===== src/rtl/aibcr4_dig_pkg.sv =====
// Shared types and constants for the multi-channel AIB IO digital wrapper.
package aibcr4_dig_pkg;

    localparam int unsigned DEF_NCH       = 4;
    localparam int unsigned DEF_SER_RATIO = 4;
    localparam int unsigned DEF_STRW      = 2;

    // Per-channel TX enable sequencing
    typedef enum logic [1:0] {
        TX_OFF   = 2'd0,
        TX_ARM   = 2'd1,
        TX_DRIVE = 2'd2,
        TX_DRAIN = 2'd3
    } tx_state_t;

    // Width of the shared word-phase counter
    function automatic int unsigned ph_width(input int unsigned ratio);
        return (ratio > 1) ? $clog2(ratio) : 1;
    endfunction

endpackage


===== src/rtl/aibcr4_dig_chan.sv =====
// One pad channel: TX enable FSM, N:1 serializer, 1:N deserializer, weak pulls.
module aibcr4_dig_chan
    import aibcr4_dig_pkg::*;
#(
    parameter int unsigned SER_RATIO = DEF_SER_RATIO,
    parameter int unsigned STRW      = DEF_STRW,
    parameter int unsigned PHW       = ph_width(SER_RATIO)
) (
    input  logic                 clk,
    input  logic                 rst_n,
    input  logic                 pad_rst_n,
    input  logic                 word_edge,
    input  logic [PHW-1:0]       ph_nxt,
    input  logic                 tx_en,
    input  logic                 rx_en,
    input  logic                 lpbk_en,
    input  logic [SER_RATIO-1:0] dat,
    input  logic [STRW-1:0]      pdrv,
    input  logic [STRW-1:0]      ndrv,
    input  logic                 rx_in,
    input  logic                 weakpu,
    input  logic                 weakpd,
    output logic                 tx_dat,
    output logic                 tx_en_buf,
    output logic [STRW-1:0]      pdrv_buf,
    output logic [STRW-1:0]      ndrv_buf,
    output logic                 weak_pullupenb,
    output logic                 weak_pulldownen,
    output logic                 rx_disable,
    output logic [SER_RATIO-1:0] odat
);

    tx_state_t            state;
    tx_state_t            state_nxt;
    logic [SER_RATIO-1:0] tx_sh;
    logic [SER_RATIO-1:0] tx_sh_nxt;
    logic [SER_RATIO-1:0] rx_sh;
    logic [SER_RATIO-1:0] rx_shifted;
    logic                 active_nxt;
    logic                 tx_dat_nxt;
    logic                 rx_src;
    logic                 rx_disable_nxt;
    logic                 pullupenb_nxt;
    logic                 pulldownen_nxt;
    logic [STRW-1:0]      pdrv_nxt;
    logic [STRW-1:0]      ndrv_nxt;

    // Next-state and next-output decode; every output is registered from the next state
    always_comb begin
        state_nxt      = state;
        tx_sh_nxt      = tx_sh;
        active_nxt     = 1'b0;
        tx_dat_nxt     = 1'b0;
        rx_src         = rx_in;
        rx_shifted     = '0;
        rx_disable_nxt = 1'b1;
        pullupenb_nxt  = 1'b1;
        pulldownen_nxt = 1'b0;
        pdrv_nxt       = '0;
        ndrv_nxt       = '0;

        if (!pad_rst_n) begin
            state_nxt = TX_OFF;
        end else begin
            case (state)
                TX_OFF:   if (tx_en) state_nxt = TX_ARM;
                TX_ARM:   if (!tx_en) state_nxt = TX_OFF;
                          else if (word_edge) state_nxt = TX_DRIVE;
                TX_DRIVE: if (!tx_en) state_nxt = word_edge ? TX_OFF : TX_DRAIN;
                TX_DRAIN: if (tx_en) state_nxt = TX_DRIVE;
                          else if (word_edge) state_nxt = TX_OFF;
                default:  state_nxt = TX_OFF;
            endcase
        end

        // New word is captured only on the boundary that starts a DRIVE word
        if (word_edge && (state_nxt == TX_DRIVE)) tx_sh_nxt = dat;

        active_nxt = (state_nxt == TX_DRIVE) || (state_nxt == TX_DRAIN);
        tx_dat_nxt = active_nxt & tx_sh_nxt[ph_nxt];
        pdrv_nxt   = active_nxt ? pdrv : '0;
        ndrv_nxt   = active_nxt ? ndrv : '0;

        // Opposing weak-pull requests cancel so both devices are never on
        if (!active_nxt) begin
            pullupenb_nxt  = ~(weakpu & ~weakpd);
            pulldownen_nxt = weakpd & ~weakpu;
        end

        rx_src         = lpbk_en ? tx_dat : rx_in;
        rx_shifted     = {rx_src, rx_sh[SER_RATIO-1:1]};
        rx_disable_nxt = lpbk_en ? ~rx_en : (~rx_en | (state_nxt != TX_OFF));
    end

    // State, shift registers and registered pad-side outputs
    always_ff @(posedge clk or negedge rst_n) begin
        if (!rst_n) begin
            state           <= TX_OFF;
            tx_sh           <= '0;
            rx_sh           <= '0;
            odat            <= '0;
            tx_dat          <= 1'b0;
            tx_en_buf       <= 1'b0;
            pdrv_buf        <= '0;
            ndrv_buf        <= '0;
            weak_pullupenb  <= 1'b1;
            weak_pulldownen <= 1'b0;
            rx_disable      <= 1'b1;
        end else begin
            state           <= state_nxt;
            tx_sh           <= tx_sh_nxt;
            tx_dat          <= tx_dat_nxt;
            tx_en_buf       <= active_nxt;
            pdrv_buf        <= pdrv_nxt;
            ndrv_buf        <= ndrv_nxt;
            weak_pullupenb  <= pullupenb_nxt;
            weak_pulldownen <= pulldownen_nxt;
            rx_disable      <= rx_disable_nxt;
            rx_sh           <= rx_disable ? '0 : rx_shifted;
            if (word_edge) odat <= rx_disable ? '0 : rx_shifted;
        end
    end

endmodule


===== src/rtl/aibcr4_io_digital_mc.sv =====
// Multi-channel AIB IO digital wrapper: shared word phase plus NCH pad channels.
// Optional internal TX->RX loopback enabled by defining AIB_DIG_LPBK_EN.
module aibcr4_io_digital_mc
    import aibcr4_dig_pkg::*;
#(
    parameter int unsigned NCH       = DEF_NCH,
    parameter int unsigned SER_RATIO = DEF_SER_RATIO,
    parameter int unsigned STRW      = DEF_STRW
) (
    input  logic                     ilaunch_clk,
    input  logic                     irstb,
`ifdef AIB_DIG_LPBK_EN
    input  logic                     ilpbk_en,
`endif
    input  logic                     ipadrstb,
    input  logic [NCH-1:0]           itx_en,
    input  logic [NCH-1:0]           irxen,
    input  logic [NCH*SER_RATIO-1:0] idat,
    input  logic [NCH*STRW-1:0]      ipdrv,
    input  logic [NCH*STRW-1:0]      indrv,
    input  logic [NCH-1:0]           rx_idat,
    input  logic                     test_weakpu,
    input  logic                     test_weakpd,
    output logic                     word_stb,
    output logic [NCH-1:0]           tx_dat,
    output logic [NCH-1:0]           itx_en_buf,
    output logic [NCH*STRW-1:0]      ipdrv_buf,
    output logic [NCH*STRW-1:0]      indrv_buf,
    output logic [NCH-1:0]           weak_pullupenb,
    output logic [NCH-1:0]           weak_pulldownen,
    output logic [NCH-1:0]           rx_disable,
    output logic [NCH*SER_RATIO-1:0] odat,
    output logic                     odat_vld
);

    localparam int unsigned    PHW     = ph_width(SER_RATIO);
    localparam logic [PHW-1:0] PH_LAST = PHW'(SER_RATIO - 1);

    logic [PHW-1:0] ph;
    logic [PHW-1:0] ph_nxt;
    logic           word_edge;
    logic           lpbk_sel;

`ifdef AIB_DIG_LPBK_EN
    assign lpbk_sel = ilpbk_en;
`else
    assign lpbk_sel = 1'b0;
`endif

    assign word_edge = (ph == PH_LAST);
    assign ph_nxt    = word_edge ? '0 : ph + PHW'(1);

    // Shared word phase, word strobe and RX word-valid pulse
    always_ff @(posedge ilaunch_clk or negedge irstb) begin
        if (!irstb) begin
            ph       <= '0;
            word_stb <= 1'b0;
            odat_vld <= 1'b0;
        end else begin
            ph       <= ph_nxt;
            word_stb <= (ph_nxt == PH_LAST);
            odat_vld <= word_edge;
        end
    end

    for (genvar c = 0; c < NCH; c++) begin : g_chan
        aibcr4_dig_chan #(
            .SER_RATIO (SER_RATIO),
            .STRW      (STRW),
            .PHW       (PHW)
        ) u_chan (
            .clk             (ilaunch_clk),
            .rst_n           (irstb),
            .pad_rst_n       (ipadrstb),
            .word_edge       (word_edge),
            .ph_nxt          (ph_nxt),
            .tx_en           (itx_en[c]),
            .rx_en           (irxen[c]),
            .lpbk_en         (lpbk_sel),
            .dat             (idat[c*SER_RATIO +: SER_RATIO]),
            .pdrv            (ipdrv[c*STRW +: STRW]),
            .ndrv            (indrv[c*STRW +: STRW]),
            .rx_in           (rx_idat[c]),
            .weakpu          (test_weakpu),
            .weakpd          (test_weakpd),
            .tx_dat          (tx_dat[c]),
            .tx_en_buf       (itx_en_buf[c]),
            .pdrv_buf        (ipdrv_buf[c*STRW +: STRW]),
            .ndrv_buf        (indrv_buf[c*STRW +: STRW]),
            .weak_pullupenb  (weak_pullupenb[c]),
            .weak_pulldownen (weak_pulldownen[c]),
            .rx_disable      (rx_disable[c]),
            .odat            (odat[c*SER_RATIO +: SER_RATIO])
        );
    end

endmodule


===== config.mk =====
export PLATFORM = sky130hd
export DESIGN_NAME = aibcr4_io_digital_mc
export DESIGN_NICKNAME = d
export VERILOG_FILES = /design/src/rtl/aibcr4_dig_pkg.sv /design/src/rtl/aibcr4_dig_chan.sv /design/src/rtl/aibcr4_io_digital_mc.sv
export SDC_FILE = /design/constraint.sdc
export NUM_CORES = 1
export LEC_CHECK = 0
export ABC_AREA = 0
export BUFFER_PORTS_ARGS = -buffer_cell sky130_fd_sc_hd__buf_2
export CORE_MARGIN = 1
export CORE_UTILIZATION = 47
export CTS_CLUSTER_SIZE = 10
export DETAILED_ROUTE_END_ITERATION = 7
export GPL_TIMING_DRIVEN = 0
export PLACE_DENSITY = 0.75
export SYNTH_ARGS = -nofsm -noshare
export SYNTH_HDL_FRONTEND = slang
export SYNTH_HIERARCHICAL = 1
export SYNTH_SLANG_ARGS = --single-unit

===== constraint.sdc =====
create_clock -name ilaunch_clk -period 2 [get_ports ilaunch_clk]
set_clock_uncertainty 0.1 [all_clocks]
set_input_delay 0.1 -clock ilaunch_clk [delete_from_list [all_inputs] [get_ports ilaunch_clk]]
set_output_delay 0.1 -clock ilaunch_clk [all_outputs]
set_load 0.01 [all_outputs]

==> flow_metrics.env, run 1 <==
export IMPL_diodes=0
export IMPL_fin_nets=478
export IMPL_num_rows=32
export IMPL_via_count=2557
export IMPL_crit_chain="ha_1, clkbuf_8, nor2b_4, nor3b_4, a21oi_1, o21ai_1"
export IMPL_status="complete, no violations"
export IMPL_grt_usage_pct=18.4
export IMPL_final_cells=533
export IMPL_io_pins=103
export IMPL_arrival_ns=2.06
export IMPL_portBuffers=102
export IMPL_slew_limit_headroom_pct=51.5
export IMPL_place_area_um2=4490
export IMPL_peakVddDrop_v=0.000441
export IMPL_hold_class="input pin to flip-flop"
export IMPL_drc=0
export IMPL_grt_pass1_wl_um=12100
export IMPL_power_switching_uw=820
export IMPL_rsz0062_at_grt="yes"
export IMPL_fp_dieH_um=91.9
export IMPL_numCtsBuffers=9
export IMPL_design_core_area_um2=7770
export IMPL_critPathKind="flip-flop to flip-flop"
export IMPL_ys_ff_latch=92
export IMPL_max_freq_mhz=530
export IMPL_cp_required_ns=2.17
export IMPL_clkTransAtPathRegs_ns=0.08
export IMPL_pwr_share_clk_pct=35.1
export IMPL_clock_latency_ns=0.35
export IMPL_yosys_cell_types_count=24
export IMPL_swShare_pct=22.1
export IMPL_syn2layout_area_growth_pct=36.5
export IMPL_grt_overflow=0
export IMPL_seqPwrFrac_pct=54.5
export IMPL_drv_cap=0
export IMPL_die_area_um2=8450
export IMPL_crit_path_start_kind="flip-flop"
export IMPL_crit_slowest_cell="dfrtp_1"
export IMPL_start_util_pct=48.9
export IMPL_period_needed_ns=1.89
export IMPL_gp_congestion=0.713
export IMPL_vias_per_cell=4.80
export IMPL_cts_tree="yes"
export IMPL_ys_seq_area_share_pct=60.9
export IMPL_yosysWarnings=6
export IMPL_routed_wl_um=7120
export IMPL_slowest_delay_ns=0.40
export IMPL_clock_sinks=92
export IMPL_antenna_found_initial=0
export IMPL_drv_slew=0
export IMPL_grt_max_degree=59
export IMPL_cts_path_max_buffers=2
export IMPL_dp_hpwl_um=4770
export IMPL_syn_instance_count=258
export IMPL_power_leakage_nw=2.62
export IMPL_ant_nets=0
export IMPL_stdcell_area_um2=5180
export IMPL_drt_iter0_drc=34
export IMPL_numPlacedInstances=470
export IMPL_drive_gt1_share_pct=41.3
export IMPL_cts_root_buf="clkbuf_8"
export IMPL_pwr_share_comb_pct=10.4
export IMPL_power_density_nw_per_um2=716
export IMPL_clock_tree_htree_level_count=3
export IMPL_hold_viol=0
export IMPL_setup_violations=0
export IMPL_grt_pass1_vias=2693
export IMPL_die_w_um=91.9
export IMPL_drt_pass1_iterations=4
export IMPL_crit_fanout=9
export IMPL_synthesis_area_um2=3800
export IMPL_fill_cells=593
export IMPL_p_int_mw=2.89
export IMPL_syn_avg_cell_area_um2=14.7
export IMPL_endpoint_kind="flip-flop"
export IMPL_worst_slew_pin_slew_ns=0.726
export IMPL_wl_per_cell_um=13.4
export IMPL_period_share_pct=94.4
==> area by class of cell <==
type                       instances  area (um2)  area share, %
clock buffer                      11         131           2.53
timing repair buffer             151        1020           19.7
clock inverter                     4        75.1           1.45
inverter                          10        41.3          0.797
multi-input combinational        159        1420           27.4
buffer                             4        55.1           1.06
tap                              102         128           2.46
sequential                        92        2310           44.6
==> synth_stat cells <==
cell       instances  area (um2)
a21oi_1            4        20.0
a21oi_2            4        35.0
and2_1            20         125
clkbuf_8           4        55.1
conb_1             1        3.75
dfrtp_1           84        2100
dfstp_2            8         210
ha_1               2        25.0
inv_1             10        37.5
mux2_2            28         315
mux2i_1           16         160
mux4_1             4         105
nand3b_1           4        30.0
nor2_1            17        63.8
nor2b_1            8        50.1
nor2b_4            4        55.1
nor3b_1            8        60.1
nor3b_4            4        75.1
o2111ai_4          4         105
o21ai_0            4        20.0
o21ai_1            8        40.0
o2bb2ai_1          4        35.0
or3b_1             4        35.0
xnor2_1            4        35.0
==> metrics by stage <==
step | total power, mW | hold WS [ns] | util, % | setup TNS [ns] | worst slack (ns)
final | 3.71 | 0.0421 | 66.7 | 0 | 0.113
after global routing | 3.88 | 0.0349 | 66.7 | -0.0244 | -0.0244
after CTS | 3.76 | 0.0239 | 66.5 | 0 | 0.0797
after detailed placement | 2.39 | -0.0165 | 57.8 | -0.832 | -0.225
after global placement | 2.36 | 0.140 | 57.5 | -6.11 | -0.179
after floorplan | 2.21 | -0.296 | - | 0 | 0.0361
==> registers in the layout, indices dropped and copies added (netlist names), 8 cells and up <==
| name | cells |
|---|---|
| g_chan.u_chan/rx_sh | 12 |
| g_chan.u_chan/tx_sh | 16 |
| g_chan.u_chan/odat | 16 |
| g_chan.u_chan/state | 8 |
| g_chan.u_chan/pdrv_buf | 8 |
| g_chan.u_chan/ndrv_buf | 8 |
==> kinds of logic (layout without fill, tap and decap cells) <==
logic type	after synthesis	count (layout)	share of synthesized area, %
other	1	8	0.0987
buffers and inverters	14	180	2.44
DFF	92	92	60.9
and+or+nand+nor	69	69	13.0
xor gates and xnor gates	4	4	0.922
adders and majority gates	2	2	0.659
AOI/OAI and AO/OA	28	28	6.72
muxes	48	48	15.3
==> worst paths after layout <==
kind                                                     start                                   endpoint  slack, ns  depth (start not counted)
max reg2reg                                    ph[0]$_DFF_PN0_      g_chan[0].u_chan/rx_disable$_DFF_PN1_       0.11                          6
max in group asynchronous                                irstb  g_chan[3].u_chan/weak_pullupenb$_DFF_PN1_       0.98                          3
max                                            ph[0]$_DFF_PN0_      g_chan[0].u_chan/rx_disable$_DFF_PN1_       0.11                          6
min in group asynchronous                                irstb     g_chan[0].u_chan/pdrv_buf[1]$_DFF_PN0_       0.15                          2
min reg2reg                g_chan[0].u_chan/rx_sh[1]$_DFF_PN0_       g_chan[0].u_chan/odat[0]$_DFFE_PN0P_       0.39                          2
min                                                  itx_en[1]        g_chan[1].u_chan/state[1]$_DFF_PN0_       0.04                          3
==> power by group through the flow <==
stage          sequential, mW  combinational, mW  clock [mW]
2_1_floorplan            2.06              0.151           0
3_3_place_gp             2.05              0.307           0
3_5_place_dp             2.06              0.325           0
4_1_cts                  2.02              0.390        1.35
5_1_grt                  2.04              0.429        1.41
6_report                 2.02              0.386        1.30
==> what timing repair did <==
| item | CTS | global route |
|---|---|---|
| resized for setup | 1 | 0 |
| setup buffers | 4 | 1 |
| hold buffers | 43 | 0 |
| gates cloned | 0 | 0 |
| hold endpoints to repair | 84 | 0 |
| setup endpoints to repair | 4 | 3 |
==> cell usage in the layout, fill, tap and decap left out, drive strengths merged <==
| master | count |
|---|---|
| dfstp | 8 |
| a21oi | 8 |
| mux2i | 16 |
| dlygate4sd3 | 43 |
| o2111ai | 4 |
| nor2 | 17 |
| or3b | 4 |
| dfrtp | 84 |
| clkinvlp | 3 |
| xnor2 | 4 |
| ha | 2 |
| inv | 9 |
| o21ai | 12 |
| nand3b | 4 |
| buf | 108 |
| o2bb2ai | 4 |
| clkbuf | 15 |
| conb | 8 |
| mux4 | 4 |
| nor2b | 12 |
| bufinv | 2 |
| and2 | 20 |
| mux2 | 28 |
| nor3b | 12 |
==> worst max-delay path: cells and delay by family, from the launching register on <==
kind	cells	cell delay [ns]
AO/OA/AOI/OAI	2	0.25
flip-flops	1	0.40
AND/OR/NAND/NOR	2	0.54
adder cells (fa/ha/maj)	1	0.31
buffers and inverters	1	0.21
==> routing by layer <==
metal / global-route usage (%) / routed length [um] / vias to the layer above
li1: - / - / 1233
met1: 21.7 / 3090 / 1248
met2: 32.7 / 3660 / 65
met3: 2.90 / 233 / 11
met4: 8.98 / 131 / 0
met5: 0 / 0 / -
No activity file was read; power rests on OpenSTA's default activity.
==> inputs of run 2 (changes only) <==
Settings changed: PLACE_DENSITY 0.75 to 0.76.
==> flow_metrics.env, run 2 (synthesis gave the netlist of run 1 again) <==
export IMPL_finish_utilization_pct=67.6
export IMPL_path_depth=7
export IMPL_crit_fanout=4
export IMPL_final_common_cell="buf_2"
export IMPL_num_rows=32
export IMPL_r2r_cells=7
export IMPL_hold_viol=0
export IMPL_clock_tree_htree_level_count=3
export IMPL_via_count=2567
export IMPL_fp_dieH_um=91.9
export IMPL_layout_common_cells="buf_2 (101), dfrtp_1 (84), dlygate4sd3_1 (43), mux2_2 (28), and2_1 (20)"
export IMPL_io_pins=103
export IMPL_hold_start="itx_en[1]"
export IMPL_drv_cap=0
export IMPL_grt_usage_pct=18.8
export IMPL_critPathKind="flip-flop to flip-flop"
export IMPL_cts_path_max_buffers=2
export IMPL_drc=0
export IMPL_setup_violations=0
export IMPL_peakVddDrop_v=0.000418
export IMPL_clock_sinks=92
export IMPL_max_freq_mhz=531
export IMPL_fill_cells=601
export IMPL_endpoint_kind="flip-flop"
export IMPL_design_core_area_um2=7770
export IMPL_crit_chain="inv_1, ha_1, clkinvlp_4, buf_4, mux4_1, nor2_1, nor2_1"
export IMPL_hold_path_depth=3
export IMPL_r2r_end="g_chan[0].u_chan/tx_dat$_DFF_PN0_"
export IMPL_portBuffers=102
export IMPL_grt_overflow=0
export IMPL_rr_startpoint="ph[0]$_DFF_PN0_"
export IMPL_crit_slowest_cell="mux4_1"
export IMPL_setup_ws_ns=0.116
export IMPL_period_needed_ns=1.88
export IMPL_cts_tree="yes"
export IMPL_diodes=0
export IMPL_dp_hpwl_um=4610
export IMPL_drv_slew=0
export IMPL_clkTransAtPathRegs_ns=0.08
export IMPL_cp_common_cell="nor2_1"
export IMPL_drt_pass1_iterations=4
export IMPL_arrival_ns=2.03
export IMPL_period_share_pct=94.2
export IMPL_ant_nets=0
export IMPL_preCtsSetupSlack_ns=-0.218
export IMPL_r2r_setup_slack_ns=0.12
export IMPL_slew_limit_headroom_pct=51.0
export IMPL_grt_pass1_vias=2718
export IMPL_wl_per_cell_um=13.4
export IMPL_worst_slew_pin_slew_ns=0.733
export IMPL_status="complete, no violations"
export IMPL_start_util_pct=48.9
export IMPL_clock_latency_ns=0.35
export IMPL_hold_class="input pin to flip-flop"
export IMPL_grt_pass1_wl_um=12200
export IMPL_hold_path_end="g_chan[1].u_chan/state[1]$_DFF_PN0_"
export IMPL_cp_required_ns=2.14
export IMPL_antenna_found_initial=0
export IMPL_vias_per_cell=4.77
export IMPL_crit_path_start_kind="flip-flop"
export IMPL_numCtsBuffers=9
export IMPL_routed_wl_um=7240
export IMPL_slowest_delay_ns=0.55
export IMPL_power_leakage_nw=2.67
export IMPL_syn2layout_area_growth_pct=38.2
export IMPL_rsz0062_at_grt="no"
export IMPL_gp_congestion=0.702
export IMPL_grt_max_degree=65
export IMPL_die_area_um2=8450
export IMPL_cts_root_buf="clkbuf_8"
export IMPL_drt_iter0_drc=42
export IMPL_die_w_um=91.9
export IMPL_drive_gt1_share_pct=42.4
export IMPL_path_delay_family="multiplexers"
export IMPL_fin_nets=482
export IMPL_worst_path_buf_inv=3
export IMPL_power_density_nw_per_um2=746
export IMPL_reg_largest_list="g_chan.u_chan/odat x16, g_chan.u_chan/tx_sh x16, g_chan.u_chan/rx_sh x12"
==> run 2: worst reg2reg max path: stages, from the launching register on <==
cell and delay [ns]:
dfrtp_1 0.38, inv_1 0.05, ha_1 0.32, clkinvlp_4 0.09
buf_4 0.13, mux4_1 0.55, nor2_1 0.11, nor2_1 0.05
==> run 2: repair_timing <==
item,in CTS,in global routing
endpoints found under the setup margin,4,17
gates resized for setup,1,2
setup buffers,4,5
hold buffers,43,0
endpoints found under the hold margin,137,0
pin swaps,0,2
cloned,0,0
==> run 2: report_power, final <==
part	leakage [nW]	total (mW)	internal [mW]	switching (mW)
registers	1.21	2.02	1.97	0.0545
clock network	0.124	1.51	0.872	0.634
logic	1.33	0.389	0.227	0.162
==> run 2: routing by layer <==
metal,vias up,GRT usage (%),part of all wire (%)
li1,1242,-,-
met1,1255,21.4,41
met2,60,34.0,53
met3,10,3.73,3.7
met4,0,8.20,1.9
met5,-,0,0
==> run 2: final cells by class <==
type                       instances  area [um2]  share of cell area (%)
timing repair buffer             155        1040                    19.9
clock inverter                     5         108                    2.05
multi-input combinational        159        1420                    27.1
inverter                          10        41.3                   0.786
buffer                             4        55.1                    1.05
sequential                        92        2310                    44.0
clock buffer                      11         141                    2.69
tap                              102         128                    2.43
==> run 2: stage by stage <==
step	cells	TNS [ns]	total power [mW]	hold slack, ns	area [um2]
5_1_grt	538	0	4.09	0.0405	5250
6_report	538	0	3.92	0.0396	5250
4_1_cts	533	0	3.97	0.0227	5210
3_5_place_dp	470	-0.788	2.38	-0.0504	4490
3_3_place_gp	469	-6.89	2.36	0.140	4460
2_1_floorplan	265	0	2.21	-0.296	3820
==> run 2: worst max path at each step <==
stage,endpoint,from
2_1_floorplan,g_chan[0].u_chan/tx_dat$_DFF_PN0_,ph[0]$_DFF_PN0_
4_1_cts,g_chan[3].u_chan/tx_dat$_DFF_PN0_,ph[0]$_DFF_PN0_
3_5_place_dp,g_chan[0].u_chan/tx_dat$_DFF_PN0_,ph[0]$_DFF_PN0_
6_report,g_chan[0].u_chan/tx_dat$_DFF_PN0_,ph[0]$_DFF_PN0_
5_1_grt,g_chan[3].u_chan/tx_dat$_DFF_PN0_,ph[0]$_DFF_PN0_
3_3_place_gp,g_chan[0].u_chan/tx_dat$_DFF_PN0_,ph[0]$_DFF_PN0_
